**src/rtl/bus_decoder6502_pkg.sv**
```systemverilog
// -----------------------------------------------------------------------------
// bus_decoder6502_pkg
// Shared definitions for the 6502 bus decoder:
//   - sequencer state encoding (IDLE / WAIT)
//   - wait-state counter width
//   - clog2 helper used to size the encoded region index
//   - default base / mask / wait-state constants for the standard system map
//     (region 0 = ROM 0x0xxx, 1 = IO 0x20xx, 2 = RAM 0xExxx, 3 = vectors 0xFFFC-F)
// -----------------------------------------------------------------------------
package bus_decoder6502_pkg;

   localparam logic [0:0] ST_IDLE = 1'b0;
   localparam logic [0:0] ST_WAIT = 1'b1;

   localparam int WAIT_CNT_W = 4;

   localparam logic [63:0] DEF_REGION_BASE = {16'hFFFC, 16'hE000, 16'h2000, 16'h0000};
   localparam logic [63:0] DEF_REGION_MASK = {16'hFFFC, 16'hF000, 16'hFF00, 16'hF000};
   localparam logic [15:0] DEF_WAIT_STATES = {4'd0, 4'd0, 4'd1, 4'd0};

   // Number of bits needed to encode values 0..n-1.
   function automatic int clog2(input int n);
      int r;
      r = 0;
      for (int v = n - 1; v > 0; v = v >> 1) begin
         r++;
      end
      return r;
   endfunction

endpackage

```
**src/rtl/bus_decoder6502_region_match.sv**
```systemverilog
// -----------------------------------------------------------------------------
// region_match
// Purely combinational base/mask address matcher with fixed priority.
//   addr     in   ADDR_WIDTH   address to decode
//   hit      out  NUM_REGIONS  one-hot winning region (all zero when unmapped)
//   idx      out  IDX_W        encoded index of the winning region
//   any_hit  out  1            at least one region matched
// Region i matches when (addr & MASK_i) == BASE_i; the lowest index wins.
// -----------------------------------------------------------------------------
module region_match
   import bus_decoder6502_pkg::*;
#(
   parameter int                              NUM_REGIONS = 4,
   parameter int                              ADDR_WIDTH  = 16,
   parameter int                              IDX_W       = 2,
   parameter logic [NUM_REGIONS*ADDR_WIDTH-1:0] REGION_BASE = DEF_REGION_BASE[NUM_REGIONS*ADDR_WIDTH-1:0],
   parameter logic [NUM_REGIONS*ADDR_WIDTH-1:0] REGION_MASK = DEF_REGION_MASK[NUM_REGIONS*ADDR_WIDTH-1:0]
) (
   input  logic [ADDR_WIDTH-1:0]  addr,
   output logic [NUM_REGIONS-1:0] hit,
   output logic [IDX_W-1:0]       idx,
   output logic                   any_hit
);

   // Scan from the highest index down so a lower-index match overwrites
   // any higher-index one, giving lowest-index priority.
   always_comb begin
      // NOTE: every output gets a default first so no path leaves it unassigned (no latch).
      hit     = '0;
      idx     = '0;
      any_hit = 1'b0;
      for (int i = NUM_REGIONS - 1; i >= 0; i--) begin
         if ((addr & REGION_MASK[i*ADDR_WIDTH +: ADDR_WIDTH]) == REGION_BASE[i*ADDR_WIDTH +: ADDR_WIDTH]) begin
            hit     = '0;
            hit[i]  = 1'b1;
            idx     = IDX_W'(i);
            any_hit = 1'b1;
         end
      end
   end

endmodule

```
**src/rtl/bus_decoder6502.sv**
```systemverilog
// -----------------------------------------------------------------------------
// bus_decoder6502
// Address decoder and bus sequencer between a 6502-family CPU and up to eight
// synchronous memory/IO regions, with per-region wait states, address hold
// during stalls, latency-aligned read return and unmapped-access flagging.
//   clk           in   1                       system clock (posedge)
//   reset         in   1                       synchronous active-high reset
//   cpu_addr      in   ADDR_WIDTH              CPU address
//   cpu_we        in   1                       1 = write, 0 = read
//   cpu_req       in   1                       access request
//   cpu_ready     out  1                       access accepted on req & ready
//   cpu_rvalid    out  1                       one-cycle read-data-valid pulse
//   cpu_rdata     out  DATA_WIDTH              read data (held when not valid)
//   mem_addr      out  ADDR_WIDTH              address broadcast to all regions
//   region_sel    out  NUM_REGIONS             one-hot region select
//   region_we     out  NUM_REGIONS             one-hot write strobe
//   region_rdata  in   NUM_REGIONS*DATA_WIDTH  per-region read data (1-cycle latency)
//   bus_err       out  1                       one-cycle pulse after an unmapped access
//   err_addr      out  ADDR_WIDTH              address of the last unmapped access
// Optional (macro BUS_ERR_IRQ_EN):
//   err_clr       in   1                       clears err_irq (wins over a set)
//   err_irq       out  1                       sticky error flag; freezes err_addr
// -----------------------------------------------------------------------------
module bus_decoder6502
   import bus_decoder6502_pkg::*;
#(
   parameter int                                NUM_REGIONS   = 4,
   parameter int                                ADDR_WIDTH    = 16,
   parameter int                                DATA_WIDTH    = 8,
   parameter logic [NUM_REGIONS*ADDR_WIDTH-1:0] REGION_BASE   = DEF_REGION_BASE[NUM_REGIONS*ADDR_WIDTH-1:0],
   parameter logic [NUM_REGIONS*ADDR_WIDTH-1:0] REGION_MASK   = DEF_REGION_MASK[NUM_REGIONS*ADDR_WIDTH-1:0],
   parameter logic [NUM_REGIONS*WAIT_CNT_W-1:0] WAIT_STATES   = DEF_WAIT_STATES[NUM_REGIONS*WAIT_CNT_W-1:0],
   parameter logic [DATA_WIDTH-1:0]             UNMAPPED_DATA = 8'h00
) (
   input  logic                              clk,
   input  logic                              reset,
   input  logic [ADDR_WIDTH-1:0]             cpu_addr,
   input  logic                              cpu_we,
   input  logic                              cpu_req,
   output logic                              cpu_ready,
   output logic                              cpu_rvalid,
   output logic [DATA_WIDTH-1:0]             cpu_rdata,
   output logic [ADDR_WIDTH-1:0]             mem_addr,
   output logic [NUM_REGIONS-1:0]            region_sel,
   output logic [NUM_REGIONS-1:0]            region_we,
   input  logic [NUM_REGIONS*DATA_WIDTH-1:0] region_rdata,
   output logic                              bus_err,
   output logic [ADDR_WIDTH-1:0]             err_addr
`ifdef BUS_ERR_IRQ_EN
   ,
   input  logic                              err_clr,
   output logic                              err_irq
`endif
);

   localparam int IDX_W = (NUM_REGIONS > 1) ? clog2(NUM_REGIONS) : 1;

   logic [NUM_REGIONS-1:0] hit;
   logic [IDX_W-1:0]       hit_idx;
   logic                   any_hit;
   logic [WAIT_CNT_W-1:0]  hit_ws;

   logic [0:0]             state;
   logic [WAIT_CNT_W-1:0]  cnt;
   logic [IDX_W-1:0]       lat_idx;
   logic                   lat_we;
   logic                   lat_hit;
   logic [ADDR_WIDTH-1:0]  lat_addr;
   logic [NUM_REGIONS-1:0] lat_sel;
   logic [DATA_WIDTH-1:0]  rdata_hold;
   logic [DATA_WIDTH-1:0]  sel_rdata;
   logic                   err_frozen;

   region_match #(
      .NUM_REGIONS (NUM_REGIONS),
      .ADDR_WIDTH  (ADDR_WIDTH),
      .IDX_W       (IDX_W),
      .REGION_BASE (REGION_BASE),
      .REGION_MASK (REGION_MASK)
   ) u_match (
      .addr    (cpu_addr),
      .hit     (hit),
      .idx     (hit_idx),
      .any_hit (any_hit)
   );

   assign hit_ws    = WAIT_STATES[int'(hit_idx)*WAIT_CNT_W +: WAIT_CNT_W];
   assign sel_rdata = region_rdata[int'(lat_idx)*DATA_WIDTH +: DATA_WIDTH];

`ifdef BUS_ERR_IRQ_EN
   assign err_frozen = err_irq;

   always_ff @(posedge clk) begin
      if (reset)        err_irq <= 1'b0;
      else if (err_clr) err_irq <= 1'b0;
      else if (bus_err) err_irq <= 1'b1;
   end
`else
   assign err_frozen = 1'b0;
`endif

   // During WAIT the bus keeps presenting the latched access so slow regions
   // see a stable address/select; the write strobe is only ever a single pulse.
   always_comb begin
      cpu_ready  = (state == ST_IDLE);
      mem_addr   = cpu_addr;
      region_sel = '0;
      region_we  = '0;
      if (state == ST_WAIT) begin
         mem_addr   = lat_addr;
         region_sel = lat_sel;
      end else if (cpu_req) begin
         region_sel = hit;
         if (cpu_we && !reset) region_we = hit;
      end
   end

   // Region data arrives one cycle after the access is presented, so the
   // return mux is combinational on the latched index during the rvalid cycle.
   always_comb begin
      cpu_rdata = rdata_hold;
      if (cpu_rvalid) cpu_rdata = lat_hit ? sel_rdata : UNMAPPED_DATA;
   end

   always_ff @(posedge clk) begin
      if (reset) begin
         state      <= ST_IDLE;
         cnt        <= '0;
         lat_idx    <= '0;
         lat_we     <= 1'b0;
         lat_hit    <= 1'b0;
         lat_addr   <= '0;
         lat_sel    <= '0;
         cpu_rvalid <= 1'b0;
         bus_err    <= 1'b0;
         err_addr   <= '0;
         rdata_hold <= '0;
      end else begin
         // NOTE: non-blocking assignments keep every register reading pre-edge values.
         cpu_rvalid <= 1'b0;
         bus_err    <= 1'b0;
         if (cpu_rvalid) rdata_hold <= cpu_rdata;
         case (state)
            ST_IDLE: begin
               if (cpu_req) begin
                  lat_idx  <= hit_idx;
                  lat_we   <= cpu_we;
                  lat_hit  <= any_hit;
                  lat_addr <= cpu_addr;
                  lat_sel  <= hit;
                  if (!any_hit) begin
                     bus_err    <= 1'b1;
                     cpu_rvalid <= !cpu_we;
                     if (!err_frozen) err_addr <= cpu_addr;
                  end else if (hit_ws == '0) begin
                     cpu_rvalid <= !cpu_we;
                  end else begin
                     state <= ST_WAIT;
                     cnt   <= hit_ws;
                  end
               end
            end
            default: begin
               cnt <= cnt - WAIT_CNT_W'(1);
               if (cnt == WAIT_CNT_W'(1)) begin
                  state      <= ST_IDLE;
                  cpu_rvalid <= !lat_we;
               end
            end
         endcase
      end
   end

endmodule

```
**config.mk**
```make
export PLATFORM = sky130hd
export DESIGN_NAME = bus_decoder6502
export DESIGN_NICKNAME = d
export VERILOG_FILES = /design/src/rtl/bus_decoder6502_pkg.sv /design/src/rtl/bus_decoder6502_region_match.sv /design/src/rtl/bus_decoder6502.sv
export SDC_FILE = /design/constraint.sdc
export NUM_CORES = 1
export LEC_CHECK = 0
export ABC_CLOCK_PERIOD_IN_PS = 3500
export CAP_MARGIN = 5
export CORE_UTILIZATION = 34
export DETAILED_ROUTE_END_ITERATION = 8
export SYNTH_ARGS = -nofsm -noshare
export SYNTH_HDL_FRONTEND = slang
export SYNTH_SLANG_ARGS = --single-unit
```
**constraint.sdc**
```tcl
create_clock -name clk -period 3.5 [get_ports clk]
set_input_delay 0.875 -clock clk [delete_from_list [all_inputs] [get_ports clk]]
set_output_delay 0.875 -clock clk [all_outputs]
set_load 0.02 [all_outputs]
```
After elaboration in Yosys (flattened, before gate mapping)
Index checks and enable logic that the tools add are counted.

Input bits: 52. Logic and storage cells: 69. Register bits: 55. Output and inout bits: 51.

Bitwise operators: 3. Eq/ne operators: 5. Reduce and logical (&&, ||, !) cells: 12. Mux-type cells: 35. Shift operators: 2. Add/subtract/negate cells: 1.

Operators with widths (count): two-way mux 4 bit (13); indexed part select 32 x 6 -> 8 bit (1); zero test 16 bit (1); two-way mux 16 bit (1); two-way mux 8 bit (2); indexed part select 16 x 5 -> 4 bit (first input constant) (1); two-way mux 1 bit (15); equality test 14 bit (second input constant) (1); equality test 8 x 6 -> 1 bit (second input constant) (1); two-way mux 2 bit (4); AND reduction 3 bit (2); equality test 4 x 1 -> 1 bit (second input constant) (1); equality test 4 bit (second input constant) (1); zero test 4 bit (1); nonzero test 2 bit (2); subtractor 4 x 1 -> 4 bit (second input constant) (1); zero test 1 bit (3); NOT 1 bit (3); OR reduction 3 bit (1); != test 2 bit (second input constant) (1); AND reduction 2 bit (1); logical AND 1 bit (1).

Logic depth before layout (Yosys ltp)
Gate-level depths: netlist of the first run.

Depth in word-level cells: 11. Depth in mapped cells: 8. Depth with buffers taken out: 5.

Modules after synthesis
A second synthesis of the first run with hierarchy kept.

Cell total of the unflattened synthesis: 293. Area, all modules: 2607.5 µm².

By module, submodules not included: bus_decoder6502 (area each 2508.7 µm², cells an instance 277, instances 1, sequential area each 1101.1 µm²); region_match (area each 98.8 µm², cells an instance 16, instances 1, sequential area each 0.0 µm²).

Worst setup path after synthesis of the first run
Ideal clock, no wire load.

Path kind: input to output. From: input port cpu_addr[8]. To: output port region_we[1]. Buffers on the path: 0. Cell stages on the path: 3. Slack: 0.715 ns. Data required time: 2.625 ns. Data arrival time: 1.910 ns. Cells stage by stage: nor4_1 nand4_1 nor2_1.

Longest elaborated chain between the ends: 6.

Ends and longest elaborated chain: from (decl) (line bus_decoder6502.sv:37) `input logic [ADDR_WIDTH-1:0] cpu_addr,`; equality test 8 x 6 -> 1 bit (line bus_decoder6502_region_match.sv:33) `if ((addr & REGION_MASK[i*ADDR_WIDTH +: ADDR_WIDTH]) == REGION_BASE[i*ADDR_WIDTH +: ADDR_WIDTH]) begin`; two-way mux 4 bit (2 in series) (line bus_decoder6502_region_match.sv:33); two-way mux 4 bit (line bus_decoder6502.sv:114) `if (cpu_we && !reset) region_we = hit;`; two-way mux 4 bit (line bus_decoder6502.sv:112) `end else if (cpu_req) begin`; two-way mux 4 bit (line bus_decoder6502.sv:109) `if (state == ST_WAIT) begin`; to (decl) (line bus_decoder6502.sv:45) `output logic [NUM_REGIONS-1:0] region_we,`.

Every way passes these cells.

Final worst setup path of the first run
From: input port cpu_addr[12]. To: output port region_sel[3].

Longest elaborated chain between the ends: 7. Elaborated cells between the ends (all ways): 10. Those cells by class: 3 x eq/ne; 6 x mux; 1 x reduce/logical.

Ends and longest elaborated chain: equality test 14 bit (line bus_decoder6502_region_match.sv:33); two-way mux 4 bit (3 in series) (line bus_decoder6502_region_match.sv:33); two-way mux 4 bit (*) (line bus_decoder6502_region_match.sv:33); two-way mux 4 bit (*) (line bus_decoder6502.sv:112); two-way mux 4 bit (*) (line bus_decoder6502.sv:109); to (decl) (line bus_decoder6502.sv:44) `output logic [NUM_REGIONS-1:0] region_sel,`.

Every way passes the cells marked *; elsewhere a longest branch is shown, timed or not.

==> results of run 1 <==
## cell type report
| cell class | instances | area, µm² | share of cell area |
|---|---|---|---|
| Clock inverter | 2 | 12.5 | 0.00299 |
| Clock buffer | 6 | 72.6 | 0.0174 |
| Inverter | 12 | 45.0 | 0.0108 |
| Sequential cell | 55 | 1100 | 0.263 |
| Multi-Input combinational cell | 218 | 1520 | 0.365 |
| Timing Repair Buffer | 139 | 1300 | 0.310 |
| Tap cell | 102 | 128 | 0.0305 |
## worst paths after layout
kind                            slack [ps]                        end  cells past startpoint                       from
worst max-delay path                    40              region_sel[3]                      7               cpu_addr[12]
worst min-delay path                   460  lat_addr[11]$_SDFFE_PP0P_                      2  lat_addr[11]$_SDFFE_PP0P_
worst max register to register        1300   err_addr[2]$_SDFFE_PP0P_                      6           state$_SDFF_PP0_
worst min register to register         460  lat_addr[11]$_SDFFE_PP0P_                      2  lat_addr[11]$_SDFFE_PP0P_
## flip-flops by register name, indices dropped and copies added, names as in the netlist
name        count
cnt             4
err_addr       16
lat_addr       16
bus_err         1
cpu_rvalid      1
rdata_hold      8
lat_idx         2
state           1
lat_hit         1
lat_sel         4
lat_we          1
## logic make-up after synthesis
family                   Yosys count
AO/OA/AOI/OAI                     45
buffers and inverters             34
adder cells (fa/ha/maj)            2
AND/OR/NAND/NOR                  131
multiplexers                      40
flip-flops                        55
## per-stage QoR
stage | util | area, µm² | worst slack [ps] | setup TNS [ps]
floorplan | - | 2760 | 715 | 0
global placement | 0.518 | 4050 | -351 | -1200
detailed placement | 0.518 | 4050 | -390 | -1310
CTS | 0.532 | 4160 | 2.96 | 0
global route | 0.535 | 4180 | -38.7 | -76.8
finish | 0.535 | 4180 | 42.8 | 0
## metal layers
| metal | vias to the layer above | wire (µm) | GRT usage | part of all wire |
|---|---|---|---|---|
| met1 | 1173 | 3560 | 0.241 | 0.48 |
| met2 | 57 | 3500 | 0.297 | 0.47 |
| li1 | 1289 | - | - | - |
| met4 | 0 | 50 | 0.0391 | 0.0067 |
| met3 | 4 | 330 | 0.0332 | 0.044 |
| met5 | - | 0 | 0 | 0 |
## power groups by stage
| stage | Sequential [W] | Clock [W] | Combinational [W] |
|---|---|---|---|
| finish | 0.000670 | 0.000346 | 0.000289 |
| global route | 0.000674 | 0.000385 | 0.000310 |
| CTS | 0.000670 | 0.000364 | 0.000291 |
| detailed placement | 0.000685 | 0 | 0.000288 |
| global placement | 0.000684 | 0 | 0.000286 |
| floorplan | 0.000695 | 0 | 0.000121 |
## synth_stat cells (all sizes together) (2+ instances only)
library cell / count
a21oi: 27
a311oi: 2
buf: 9
clkbuf: 13
dfxtp: 55
ha: 2
inv: 12
mux2: 16
mux2i: 16
mux4: 8
nand2: 59
nand2b: 34
nand4: 4
nor2: 11
nor2b: 10
nor3: 3
nor3b: 2
nor4: 2
o21ai: 8
## layout by cell type, fill, tap and decap left out, drive strengths merged, types with 6 or more instances in the layout
master,instances
clkdlybuf4s50,92
nand2,59
dfxtp,55
buf,38
nand2b,34
a21oi,27
mux2,16
mux2i,16
inv,12
nor2,11
nor2b,10
mux4,8
o21ai,8
clkbuf,6
## critical path: stages
cell and delay (ps):
clkdlybuf4s50_1 520, nand4_1 190, nor4_4 340, buf_4 160
nand2_1 100, nand2_1 90, clkdlybuf4s15_1 290
## what timing repair did
action | 4_1_cts | 5_1_grt
resized for setup | 11 | 5
pin swaps | 2 | 2
setup endpoints to repair | 5 | 4
buffers inserted | 1 | 1
==> metrics.cfg, run 1 <==
[run_status]
status=finished clean

[detailed_routing]
drc=0
drtAntennaViolNets=0
vias_per_cell=4.72
wl_per_cell_um=13.9
drt-initial-drc-count=55
firstDrtPassIters=4
vias=2523
wl_um=7430

[final_layout]
fin_cells=534
syn2layout_area_growth_pct=51.5
drive_above_1_share=0.183
num-fill-cells=754
antenna-diode-count=0
nets=485

[power]
power_leakage_nw=1.64
power_density_nw_per_um2=312
switching_share=0.267
vdd_ir_drop_max_mv=0.212
power.total_w=0.00130
power.share.sequential=0.513
pwr-share-comb=0.222
internal_power_w=0.000957
clkPwrFrac=0.265
p_switching_w=0.000348

[clocking]
clock_latency_ps=300
cts_buffers=5
cts_root_buf=clkbuf_8
cts-hold-fix-buffers=0
clock_sinks=55
cts_tree=built
cts.clk_slew.worst_paths_ps=90
htree_levels=2
clock_path_buffers=2

[logic_synthesis]
synth_compound_area_frac=0.104
ys.flop_type=dfxtp_1
synth-seq-area-share=0.399
ys_seq_elements=55
synth_area_leaders=dfxtp_1 40%, nand2_1 8.0%, nand2b_1 7.7%
synth.top_cell.area_share=0.399
synth_edf_count=0
synth_top_family_by_area=simple AND/OR/NAND/NOR gates
yosys.area.top_type=dfxtp_1
synthSimpleGateAreaFrac=0.239
syn_inst=307
ys_types=39
ys_warn_count=0
synth_area_um2=2760
async_flop_share=0
syn-num-nets=361
synth-xor-area-share=0
synthMuxAreaShare=0.189
synthAdderAreaFrac=0.00907
avgSynthCellArea_um2=8.99

[timing]
hold_viol_final=0
holdWs_ps=459
max-slew-margin-rel=0.486
max_clock_freq_mhz=289
period_minus_slack_ps=3460
finalSetupViolations=0
finalMaxSlewViolations=0
fin_skew_ps=6.36
finalCritPeriodShare=0.988
tightest_slew_ps=766

[die]
die_w_um=92.1
core_um2=7810
start_util=0.353
fp.dieH_um=92.1
io-pin-count=103
die_area_um2=8480
rows=32

[grt]
gr-usage-all-layers=0.179
grt_pass1_vias=2452
antenna_found_initial=0
gr-total-overflow=0
grt_pass1_wl_um=12200
grt_max_degree=72

[worst_setup_path]
critPathMaxFanout=3
start_kind=primary input
cp.required_ps=2620
end_kind=primary output
arrival_ps=2580
criticalPathCategory=in -> out

[worst_hold_path]
hp-class=reg -> reg

[job]
drv_cap=0

[place]
dp_hpwl_um=5350
gp_congestion=0.751
port_buffers=102
placed_cells=524

Power figures use the tool's default switching activity.
==> run 2, diff against run 1 <==
--- a/config.mk
+++ b/config.mk
@@ -8,6 +8,7 @@
 export ABC_CLOCK_PERIOD_IN_PS = 3500
 export CAP_MARGIN = 5
 export CORE_UTILIZATION = 34
+export CTS_CLUSTER_SIZE = 12
 export DETAILED_ROUTE_END_ITERATION = 8
 export SYNTH_ARGS = -nofsm -noshare
 export SYNTH_HDL_FRONTEND = slang
==> results of run 2 <==
The final DEF is identical to that of run 1; final timing and power are the same.
==> run 3, diff against run 2 <==
--- a/config.mk
+++ b/config.mk
@@ -13,3 +13,4 @@
 export SYNTH_ARGS = -nofsm -noshare
 export SYNTH_HDL_FRONTEND = slang
 export SYNTH_SLANG_ARGS = --single-unit
+export TNS_END_PERCENT = 10
==> run 3 against run 2 <==
Against the previous run: non-clock buffer count down 1; via count down 0.24%; clock power about the same.
==> metrics.cfg, run 3 (synthesis gave the netlist of run 1 again) <==
[grt]
grt_pass1_vias=2451  ; -0.041%
gr-total-overflow=0  ; unchanged
antenna_found_initial=0  ; unchanged
gr-usage-all-layers=0.179  ; about the same
grt_pass1_wl_um=12200  ; +0.11%
grt_max_degree=72  ; unchanged

[detailed_routing]
drtAntennaViolNets=0  ; unchanged
firstDrtPassIters=4  ; unchanged
wl_um=7390  ; -0.52%
vias=2517  ; -0.24%
drt-initial-drc-count=51  ; -7.3%
vias_per_cell=4.72  ; about the same
wl_per_cell_um=13.9  ; -0.34%
drc=0  ; unchanged

[die]
die_w_um=92.1  ; unchanged
io-pin-count=103  ; unchanged
rows=32  ; unchanged
start_util=0.353  ; unchanged
fp.dieH_um=92.1  ; unchanged
die_area_um2=8480  ; unchanged
core_um2=7810  ; unchanged

[worst_setup_path]
rrSetupSlack_ps=1300  ; about the same
critPathMostFrequentCell=nand2_1
max_stage_delay_ps=520  ; about the same
end_kind=primary output
arrival_ps=2560  ; -20 ps
worstSetupEndpoint=region_sel[3]
cp-startpoint=cpu_addr[12]
r2r_cells=6  ; unchanged
worstPathCellList=clkdlybuf4s50_1, nand4_1, nor4_4, buf_4, nand2_1, nand2_1, dlygate4sd2_1
critPathMaxFanout=3  ; unchanged
cp.required_ps=2620  ; about the same
start_kind=primary input
r2r-end=err_addr[2]$_SDFFE_PP0P_
worst_r2r_startpoint=state$_SDFF_PP0_
criticalPathCategory=in -> out
crit_slowest_cell=clkdlybuf4s50_1

[place]
gp_congestion=0.751  ; unchanged
placed_cells=524  ; unchanged
port_buffers=102  ; unchanged
dp_hpwl_um=5350  ; unchanged

[timing]
holdWs_ps=459  ; -0.117 ps
tightest_slew_ps=767  ; +0.788 ps
max_clock_freq_mhz=291  ; +0.70%
finalCritPeriodShare=0.981  ; -0.00691
finalSetupViolations=0  ; unchanged
period_minus_slack_ps=3430  ; -24.2 ps
hold_viol_final=0  ; unchanged
max-slew-margin-rel=0.486  ; -0.000529
fin_skew_ps=6.35  ; -0.0137 ps
grt_setup_unrepaired=yes
finalMaxSlewViolations=0  ; unchanged

[clocking]
clock_sinks=55  ; unchanged
htree_levels=2  ; unchanged
cts_buffers=5  ; unchanged
clock_latency_ps=300  ; about the same
cts_root_buf=clkbuf_8
cts_tree=built
clock_path_buffers=2  ; unchanged
cts.clk_slew.worst_paths_ps=90  ; about the same
cts-hold-fix-buffers=0  ; unchanged

[power]
power_leakage_nw=1.67  ; +1.6%
power_density_nw_per_um2=312  ; about the same
vdd_ir_drop_max_mv=0.211  ; -0.29%

[final_layout]
mostFrequentLayoutCells=90 x clkdlybuf4s50_1, 59 x nand2_1, 55 x dfxtp_1
antenna-diode-count=0  ; unchanged
nets=484  ; -0.21%
syn2layout_area_growth_pct=51.5  ; unchanged
fin_cells=533  ; -0.19%
layout.area.seq_um2=1100  ; unchanged
reg_top3=err_addr x16, lat_addr x16, rdata_hold x8
post-route-util=0.535  ; unchanged
multi_input_area_um2=1520  ; unchanged
drive_above_1_share=0.181  ; -0.00190
num-fill-cells=752  ; -0.27%
final_common_cell=clkdlybuf4s50_1

[worst_hold_path]
hp-class=reg -> reg

[job]
drv_cap=0  ; unchanged

[run_status]
status=finished clean

-- run 3: report_power, final --
group | switching (W) | internal [W]
Clock | 0.000205 | 0.000141
Combinational | 0.000125 | 0.000163
Sequential | 0.0000169 | 0.000653
-- run 3: per-stage QoR --
| step | instance area [µm²] | total power (W) | setup WS (ps) | TNS, ps |
|---|---|---|---|---|
| final | 4180 | 0.00130 | 66.9 | 0 |
| after global routing | 4180 | 0.00137 | -25.5 | -25.5 |
| after CTS | 4160 | 0.00133 | -5.68 | -5.68 |
| after detailed placement | 4050 | 0.000972 | -390 | -1310 |
| after global placement | 4050 | 0.000970 | -351 | -1200 |
| after floorplan | 2760 | 0.000816 | 715 | 0 |
-- run 3: final cells by class --
cell class | count | share of cell area
clock buffers | 6 | 0.0174
clock inverters | 2 | 0.00299
inverters | 12 | 0.0108
multi-input cells | 218 | 0.365
flip-flops and latches | 55 | 0.263
well taps | 102 | 0.0305
repair buffers | 138 | 0.310
-- run 3: repair_timing --
action | CTS | global route
endpoints found under the hold margin | 0 | 0
buffers inserted | 1 | 0
resized for setup | 10 | 7
setup endpoints to repair | 5 | 4
pin swaps | 2 | 2
-- run 3: per-layer routing --
layer | share of wire | track usage
met2 | 0.47 | 0.298
met3 | 0.044 | 0.0332
met1 | 0.48 | 0.241
met5 | 0 | 0
met4 | 0.0068 | 0.0391
-- run 3: how the worst min path moves through the flow --
stage                                          from                        end  slack [ps]  depth (start not counted)
after global placement     lat_addr[0]$_SDFFE_PP0P_   lat_addr[0]$_SDFFE_PP0P_         440                          2
after global routing       lat_addr[3]$_SDFFE_PP0P_   lat_addr[3]$_SDFFE_PP0P_         480                          2
after detailed placement    lat_sel[2]$_SDFFE_PP0P_    lat_sel[2]$_SDFFE_PP0P_         450                          2
final                     lat_addr[11]$_SDFFE_PP0P_  lat_addr[11]$_SDFFE_PP0P_         460                          2
after floorplan            lat_addr[0]$_SDFFE_PP0P_   lat_addr[0]$_SDFFE_PP0P_         430                          2
after CTS                 lat_addr[11]$_SDFFE_PP0P_  lat_addr[11]$_SDFFE_PP0P_         460                          2
-- run 3: critical path, delay by kind of cell --
family                 cells  cell delay [ps]
buffers and inverters      3             1000
AND/OR/NAND/NOR            4              670
